<file path="src/rtl/tiny_dnn_axil_master.sv">
`default_nettype none
// ============================================================================
// Module   : tiny_dnn_axil_master
// Brief    : Single-outstanding AXI4-Lite master. It turns one command into
//            one AXI write or read and returns a single response with an
//            error flag. A per-state wait counter aborts stuck transfers.
// Revision : 1.0  initial release
// ============================================================================
module tiny_dnn_axil_master #(
  parameter int TIMEOUT = 255,
  parameter int DW      = 16
) (
  input  logic          M_AXI_ACLK,
  input  logic          M_AXI_ARESET,
  // command channel
  input  logic          cmd_valid,
  output logic          cmd_ready,
  input  logic          cmd_write,
  input  logic [31:0]   cmd_addr,
  input  logic [DW-1:0] cmd_wdata,
  // response channel
  output logic          rsp_valid,
  input  logic          rsp_ready,
  output logic          rsp_write,
  output logic [DW-1:0] rsp_rdata,
  output logic          rsp_err,
  // AXI write address / data / response
  output logic [31:0]   M_AXI_AWADDR,
  output logic          M_AXI_AWVALID,
  input  logic          M_AXI_AWREADY,
  output logic [31:0]   M_AXI_WDATA,
  output logic [3:0]    M_AXI_WSTRB,
  output logic          M_AXI_WVALID,
  input  logic          M_AXI_WREADY,
  input  logic [1:0]    M_AXI_BRESP,
  input  logic          M_AXI_BVALID,
  output logic          M_AXI_BREADY,
  // AXI read address / data
  output logic [31:0]   M_AXI_ARADDR,
  output logic          M_AXI_ARVALID,
  input  logic          M_AXI_ARREADY,
  input  logic [31:0]   M_AXI_RDATA,
  input  logic [1:0]    M_AXI_RRESP,
  input  logic          M_AXI_RVALID,
  output logic          M_AXI_RREADY
);

  localparam logic [31:0] c_TMO = 32'(TIMEOUT);

  typedef enum logic [2:0] {
    S_IDLE  = 3'd0,
    S_WADDR = 3'd1,
    S_WRESP = 3'd2,
    S_RADDR = 3'd3,
    S_RDATA = 3'd4,
    S_RESP  = 3'd5
  } state_t;

  state_t        r_state;
  state_t        w_state_nx;
  logic [31:0]   r_addr;
  logic [31:0]   r_wdata;
  logic          r_write;
  logic          r_awvalid;
  logic          r_wvalid;
  logic          r_arvalid;
  logic [DW-1:0] r_rdata;
  logic          r_err;
  logic [31:0]   r_cnt;
  logic          w_chan;
  logic          w_timeout;
  logic          w_accept;
  logic          w_unused;

  // Upper read-data bits beyond DW are intentionally discarded.
  assign w_unused = ^M_AXI_RDATA;

  assign w_chan    = (r_state == S_WADDR) || (r_state == S_WRESP) ||
                     (r_state == S_RADDR) || (r_state == S_RDATA);
  assign w_timeout = w_chan && (c_TMO != 32'd0) && (r_cnt == c_TMO - 32'd1);
  assign w_accept  = cmd_valid && (r_state == S_IDLE);

  assign M_AXI_AWADDR  = r_addr;
  assign M_AXI_ARADDR  = r_addr;
  assign M_AXI_WDATA   = r_wdata;
  assign M_AXI_WSTRB   = 4'b1111;
  assign M_AXI_AWVALID = r_awvalid;
  assign M_AXI_WVALID  = r_wvalid;
  assign M_AXI_ARVALID = r_arvalid;
  assign rsp_write     = r_write;
  assign rsp_rdata     = r_rdata;
  assign rsp_err       = r_err;

  // State register.
  always_ff @(posedge M_AXI_ACLK) begin
    if (M_AXI_ARESET) r_state <= S_IDLE;
    else              r_state <= w_state_nx;
  end

  // Next-state decode and state-derived handshake outputs; timeout overrides.
  always_comb begin
    w_state_nx   = r_state;
    cmd_ready    = 1'b0;
    rsp_valid    = 1'b0;
    M_AXI_BREADY = 1'b0;
    M_AXI_RREADY = 1'b0;
    case (r_state)
      S_IDLE: begin
        cmd_ready = 1'b1;
        if (cmd_valid) w_state_nx = cmd_write ? S_WADDR : S_RADDR;
      end
      S_WADDR: begin
        // A channel is finished once its VALID has dropped or handshakes now.
        if ((!r_awvalid || M_AXI_AWREADY) && (!r_wvalid || M_AXI_WREADY))
          w_state_nx = S_WRESP;
      end
      S_WRESP: begin
        M_AXI_BREADY = 1'b1;
        if (M_AXI_BVALID) w_state_nx = S_RESP;
      end
      S_RADDR: begin
        if (M_AXI_ARREADY) w_state_nx = S_RDATA;
      end
      S_RDATA: begin
        M_AXI_RREADY = 1'b1;
        if (M_AXI_RVALID) w_state_nx = S_RESP;
      end
      S_RESP: begin
        rsp_valid = 1'b1;
        if (rsp_ready) w_state_nx = S_IDLE;
      end
      default: w_state_nx = S_IDLE;
    endcase
    if (w_timeout) begin
      w_state_nx   = S_RESP;
      M_AXI_BREADY = 1'b0;
      M_AXI_RREADY = 1'b0;
    end
  end

  // Command capture, VALID tracking, response capture and wait counter.
  always_ff @(posedge M_AXI_ACLK) begin
    if (M_AXI_ARESET) begin
      r_addr    <= '0;
      r_wdata   <= '0;
      r_write   <= 1'b0;
      r_awvalid <= 1'b0;
      r_wvalid  <= 1'b0;
      r_arvalid <= 1'b0;
      r_rdata   <= '0;
      r_err     <= 1'b0;
      r_cnt     <= '0;
    end else begin
      if (w_accept) begin
        r_addr  <= cmd_addr;
        r_wdata <= 32'(cmd_wdata);
        r_write <= cmd_write;
        r_rdata <= '0;
        r_err   <= 1'b0;
        if (cmd_write) begin
          r_awvalid <= 1'b1;
          r_wvalid  <= 1'b1;
        end else begin
          r_arvalid <= 1'b1;
        end
      end
      if (r_awvalid && M_AXI_AWREADY) r_awvalid <= 1'b0;
      if (r_wvalid  && M_AXI_WREADY)  r_wvalid  <= 1'b0;
      if (r_arvalid && M_AXI_ARREADY) r_arvalid <= 1'b0;
      if (r_state == S_WRESP && M_AXI_BVALID)
        r_err <= (M_AXI_BRESP != 2'b00);
      if (r_state == S_RDATA && M_AXI_RVALID) begin
        r_rdata <= M_AXI_RDATA[DW-1:0];
        r_err   <= (M_AXI_RRESP != 2'b00);
      end
      if (w_timeout) begin
        r_awvalid <= 1'b0;
        r_wvalid  <= 1'b0;
        r_arvalid <= 1'b0;
        r_rdata   <= '0;
        r_err     <= 1'b1;
      end
      // Counter restarts on every state entry.
      if (w_state_nx != r_state) r_cnt <= '0;
      else if (w_chan)           r_cnt <= r_cnt + 32'd1;
    end
  end

endmodule
`default_nettype wire

</file>
<file path="config.mk">
export PLATFORM = sky130hd
export DESIGN_NAME = tiny_dnn_axil_master
export DESIGN_NICKNAME = d
export VERILOG_FILES = /design/src/rtl/tiny_dnn_axil_master.sv
export SDC_FILE = /design/constraint.sdc
export NUM_CORES = 1
export LEC_CHECK = 0
export BUFFER_PORTS_ARGS = -buffer_cell sky130_fd_sc_hd__clkbuf_2
export CAP_MARGIN = 10
export CORE_MARGIN = 5
export CORE_UTILIZATION = 43
export DETAILED_ROUTE_END_ITERATION = 16
export GPL_ROUTABILITY_DRIVEN = 0
export GPL_TIMING_DRIVEN = 0
export HOLD_SLACK_MARGIN = 0.02
export PLACE_DENSITY_LB_ADDON = 0.1
export SLEW_MARGIN = 20
export SYNTH_ARGS = -nofsm -noshare
export SYNTH_HDL_FRONTEND = slang
export SYNTH_SLANG_ARGS = --single-unit
export TNS_END_PERCENT = 20
</file>
<file path="constraint.sdc">
create_clock -name M_AXI_ACLK -period 2.4 [get_ports M_AXI_ACLK]
set_input_delay 0.36 -clock M_AXI_ACLK [delete_from_list [all_inputs] [get_ports M_AXI_ACLK]]
set_output_delay 0.36 -clock M_AXI_ACLK [all_outputs]
set_load 0.05 [all_outputs]
</file>
Word level (Yosys, flattened, before mapping)
Cells that the tools add are included.
{"block": "word_totals", "regBits": 104, "out_inout_bits": 125, "wordCells": 67}
{"block": "op_classes", "add_sub_neg": 1, "eq_ne": 7, "mux": 21, "bitwise": 1, "reduce_logical": 27}
{"op": "$add A32 B1 Y32 const B", "n": 1}
{"op": "$eq A32 B8 Y1 const B", "n": 1}
{"op": "$mux W16", "n": 2}
{"op": "$mux W3", "n": 7}
{"op": "$pmux W3 S6", "n": 1}
{"op": "$mux W1", "n": 10}
{"op": "$reduce_or A3 Y1", "n": 3}
{"op": "$logic_and A1 B1 Y1", "n": 8}
{"op": "$eq A3 B2 Y1 const B", "n": 2}
{"op": "$eq A3 B3 Y1 const B", "n": 2}
{"op": "$reduce_bool A2 Y1", "n": 3}
{"op": "$logic_or A1 B1 Y1", "n": 5}
{"op": "$reduce_and A2 Y1", "n": 2}
{"op": "$reduce_bool A4 Y1", "n": 1}
{"op": "$reduce_or A2 Y1", "n": 2}
{"op": "$eq A3 B1 Y1 const B", "n": 1}
{"op": "$logic_not A3 Y1", "n": 1}
{"op": "$ne A3 B3 Y1", "n": 1}
{"op": "$logic_not A1 Y1", "n": 2}
{"op": "$mux W2", "n": 1}
{"op": "$not A1 Y1", "n": 1}

Logic depth before layout (Yosys ltp)
{"block": "logic_depth", "word_depth": 8, "depth_mapped": 8, "mapped_depth_nobuf": 7}

Worst setup path after synthesis
Ideal clock, no wire load.
{"block": "synth_timing", "path_type": "reg2out", "startpoint": "reg r_state[0]", "endpoint": "out M_AXI_RREADY", "arrival_time_ps": 1750, "t_required_ps": 2040, "path_slack_ps": 290, "stages_incl_launch_ff": 6, "path_cell_list": "dfxtp_1 buf_2 o21ai_4 nand2_1 or4_4 and3_1"}
{"block": "synth_via", "elab_chain_len": 6, "elab_cells_between_ends": 10}
{"item": "start, declared", "line_no": "59", "rtl": "state_t r_state;"}
{"item": "start signal, assigned", "line_no": "97", "rtl": "else r_state <= w_state_nx;"}
{"item": "$eq A3 B1 Y1 / $eq A3 B2 Y1 (equally long branches)", "line_no": "78", "rtl": "assign w_chan = (r_state == S_WADDR) || (r_state == S_WRESP) ||"}
{"item": "$logic_or A1 B1 Y1 (2 in a row)", "line_no": "78"}
{"item": "$logic_or A1 B1 Y1", "line_no": "79", "rtl": "(r_state == S_RADDR) || (r_state == S_RDATA);"}
{"item": "$logic_and A1 B1 Y1", "line_no": "80", "rtl": "assign w_timeout = w_chan && (c_TMO != 32'd0) && (r_cnt == c_TMO - 32'd1);"}
{"item": "$mux W1 *", "line_no": "134", "rtl": "if (w_timeout) begin"}
{"item": "end, declared", "line_no": "45", "rtl": "output logic M_AXI_RREADY"}
Every way passes the cells marked *; elsewhere a longest branch is shown, timed or not.

Worst setup path in the final report
{"block": "layout_timing", "startpoint": "reg r_cnt[0]", "endpoint": "out M_AXI_RREADY"}
{"block": "layout_via", "elab_chain_len": 3}
{"item": "start, declared", "line_no": "69", "rtl": "logic [31:0] r_cnt;"}
{"item": "start signal, assigned", "line_no": "185", "rtl": "else if (w_chan) r_cnt <= r_cnt + 32'd1;"}
{"item": "$eq A32 B8 Y1", "line_no": "80"}
{"item": "$logic_and A1 B1 Y1", "line_no": "80"}
{"item": "$mux W1", "line_no": "134"}
Every way passes these cells.

==> results_dict.tcl <==
set metrics [dict create \
    htreeDepth 3 \
    dieWidth_um 118 \
    pwr-share-clk_pct 33.0 \
    grt_max_degree 17 \
    pin_count 219 \
    worst_pin_slew_ns 0.696 \
    final.min_clock_period_ns 2.44 \
    via_per_inst 4.97 \
    synth.distinct_cells 49 \
    finish.instance_area_sq_um 6740 \
    switching_share_pct 35.5 \
    clock.fmax_ghz 0.409 \
    internal-power_mw 3.40 \
    coreArea_sq_um 11400 \
    reg2reg_slack_ns 0.15 \
    clkTransAtPathRegs_ns 0.07 \
    vias 4767 \
    hold_path.startpoint "cmd_wdata[15]" \
    nets 909 \
    final_common_cell "clkbuf_2" \
    cts_tree "built" \
    first_pass_iters 4 \
    fin_ws_ns -0.0429 \
    setup_violations 1 \
    yosysSeqAreaShare_pct 41.6 \
    synth-async-reset-ratio_pct 0 \
    p_switching_mw 1.87 \
    p_per_area_nw_per_um2 782 \
    critPathMaxFanout 2 \
    hold_class "input pin to flop" \
    die_y_um 118 \
    critPathCaptureType "output port" \
    routed_wl_um 14100 \
    pre_cts_ws_ns 0.0289 \
    crit_path_start_kind "flop" \
    r2r_cells 9 \
    synth_area_sq_um 5000 \
    drt_iter0_markers 266 \
    r2r-start "r_cnt[20]" \
    timing.hold.ws_ns 0.234 \
    clock_path_buffers 2 \
    cts_root_buf "clkbuf_16" \
    die-area_sq_um 13900 \
    relSlewSlack_pct 53.5 \
    wire_per_inst_um 14.7 \
    cp.required_ns 2.04 \
    portBuffers 181 \
    finalHoldViolations 0 \
    worstPathArrival_ns 2.08 \
    min_period_over_period_pct 102 \
    ys_ff_latch 104 \
    diodes 0 \
    syn_inst 596 \
    crit_path_cell_trace "inv_4, ha_4, nor4b_4, nand3_2, or4_4, and3_4, clkbuf_16" \
    hold_end "M_AXI_WDATA[15]" \
    synth_edf_count 0 \
    drv_slew 0 \
    leakage_nw 2.89 \
    clk-insertion-delay-late_ns 0.34 \
    combPwrFrac_pct 30.5 \
    final_cell_mix "180 x clkbuf_2, 114 x nand2_1, 94 x dfxtp_1, 69 x buf_4, 56 x a21oi_1" \
    synthFlopType "dfxtp_1" \
    p_seq_share_pct 36.5 \
    dpl.hpwl_um 10500 \
    cts_buffers 9 \
    slowest_stage "or4_4" \
    reg2reg_to "r_cnt[3]" \
    overflow 0 \
    place_area_sq_um 6160 \
    cap_violations 0 \
    status "complete, but fails checks" \
    grt_usage_pct 19.5 \
    start_util_pct 43.8 \
    cts.sinks 104 \
    rsz0062_at_grt "true" \
    final_antenna_net_count 0 \
    violations "setup timing" \
    yosys_warnings 0 \
    cp_slowest_stage_delay_ns 0.52 \
    finClkSkew_ns 0.00849 \
    grt_pass1_vias 4640 \
    total_power_mw 5.27 \
    worst-setup-path-type "flop to output port" \
    antenna_found_initial 0 \
    grt_pass1_wl_um 22900 \
    areaGrowthSynthToFinish_pct 34.7 \
    irDropWorstVdd_uv 452 \
    rows 39 \
    hold_depth 3 \
    drive_gt1_share_pct 40.0 \
    drc 0 \
    avgSynthCellArea_sq_um 8.39 \
]
[flip-flops by register name (all words and copies together), names as in the netlist]
register / cells
M_AXI_ARADDR: 32
r_cnt: 32
M_AXI_WDATA: 16
rsp_rdata: 16
r_state: 3
M_AXI_ARVALID: 1
M_AXI_AWVALID: 1
M_AXI_WVALID: 1
rsp_err: 1
rsp_write: 1
[worst max-delay path by stage]
stage          startpoint       endpoint  cells past startpoint
3_3_place_gp   r_state[0]  rsp_rdata[14]                      6
3_5_place_dp    r_cnt[27]   M_AXI_RREADY                      5
2_1_floorplan  r_state[0]   M_AXI_RREADY                      5
5_1_grt          r_cnt[0]   M_AXI_RREADY                      7
4_1_cts          r_cnt[0]   M_AXI_RREADY                      7
6_report         r_cnt[0]   M_AXI_RREADY                      7
[layout make-up]
class                   instances  area, sq um
clock inverters                 5          129
plain buffers                  91          582
well taps                     143          179
inverters                      12         47.5
clock buffers                   9          225
multi-input cells             404         2470
fillers                      1088         4680
flip-flops and latches        104         2100
repair buffers                191         1000
[power groups by stage]
| stage | clock, mW | combinational [mW] | sequential, mW |
|---|---|---|---|
| after floorplan | 0 | 0.862 | 2.28 |
| after CTS | 1.77 | 1.59 | 1.92 |
| after global routing | 1.84 | 1.72 | 1.94 |
| final | 1.74 | 1.61 | 1.92 |
| after detailed placement | 0 | 1.56 | 1.96 |
| after global placement | 0 | 1.54 | 1.95 |
[synthesized netlist by cell type, types with 2 or more instances]
master | n | area, sq um
buf_4 | 55 | 413
nor4b_1 | 3 | 26.3
a22oi_1 | 16 | 120
and4_1 | 4 | 35.0
xnor2_1 | 30 | 263
buf_2 | 11 | 55.1
ha_1 | 2 | 25.0
and3_1 | 2 | 12.5
dfxtp_1 | 104 | 2080
nor3_1 | 17 | 85.1
clkbuf_1 | 25 | 93.8
or2_2 | 2 | 12.5
nand3_1 | 13 | 65.1
nor2_1 | 33 | 124
buf_1 | 2 | 7.51
a21oi_1 | 57 | 285
inv_1 | 12 | 45.0
nor4_1 | 13 | 81.3
nand4_1 | 6 | 37.5
a211oi_1 | 24 | 180
a31oi_1 | 4 | 25.0
nor4_2 | 2 | 25.0
nor4_4 | 4 | 85.1
mux2_2 | 2 | 22.5
nand2b_1 | 2 | 12.5
or4_4 | 2 | 22.5
o21ai_0 | 4 | 20.0
conb_1 | 2 | 7.51
a221oi_1 | 2 | 17.5
a211oi_2 | 8 | 100
nand2_1 | 115 | 432
[through the flow]
stage	utilization, %	setup TNS [ns]	instances
2_1_floorplan	-	0	614
3_3_place_gp	53.9	-1.01	938
3_5_place_dp	53.9	0	938
4_1_cts	58.3	-0.0802	960
5_1_grt	59.0	-0.123	959
6_report	59.0	-0.0429	959
[per-layer routing]
| metal | up-vias | GRT usage (%) | wire length (um) |
|---|---|---|---|
| met1 | 2188 | 23.4 | 5850 |
| met3 | 13 | 5.96 | 1070 |
| li1 | 2418 | - | - |
| met2 | 148 | 33.8 | 6970 |
| met4 | 0 | 5.16 | 165 |
| met5 | - | 0 | 0 |
[critical path, delay by kind of cell (launching register included)]
family	cells	cell delay (ns)
adder cells (fa/ha/maj)	1	0.11
buffers and inverters	2	0.22
flip-flops	1	0.35
AND/OR/NAND/NOR	4	1.06
[kinds of logic (layout without fill, tap and decap cells)]
family	count (synthesis)	in the layout	synth area share (%)
simple gates	230	230	23.5
compound gates	120	120	16.0
buf+inv	106	308	12.5
flops	104	104	41.6
xor+xnor	30	30	5.26
fa+ha+maj	2	2	0.500
other cells	2	20	0.150
mux	2	2	0.450
[timing repair]
item | 4_1_cts | 5_1_grt
gates cloned | 0 | 0
gates resized for setup | 21 | 28
pin swaps | 5 | 4
hold buffers | 0 | 0
setup buffers | 9 | 1
setup endpoints to repair | 2 | 42
No activity file was read; power rests on OpenSTA's default activity.
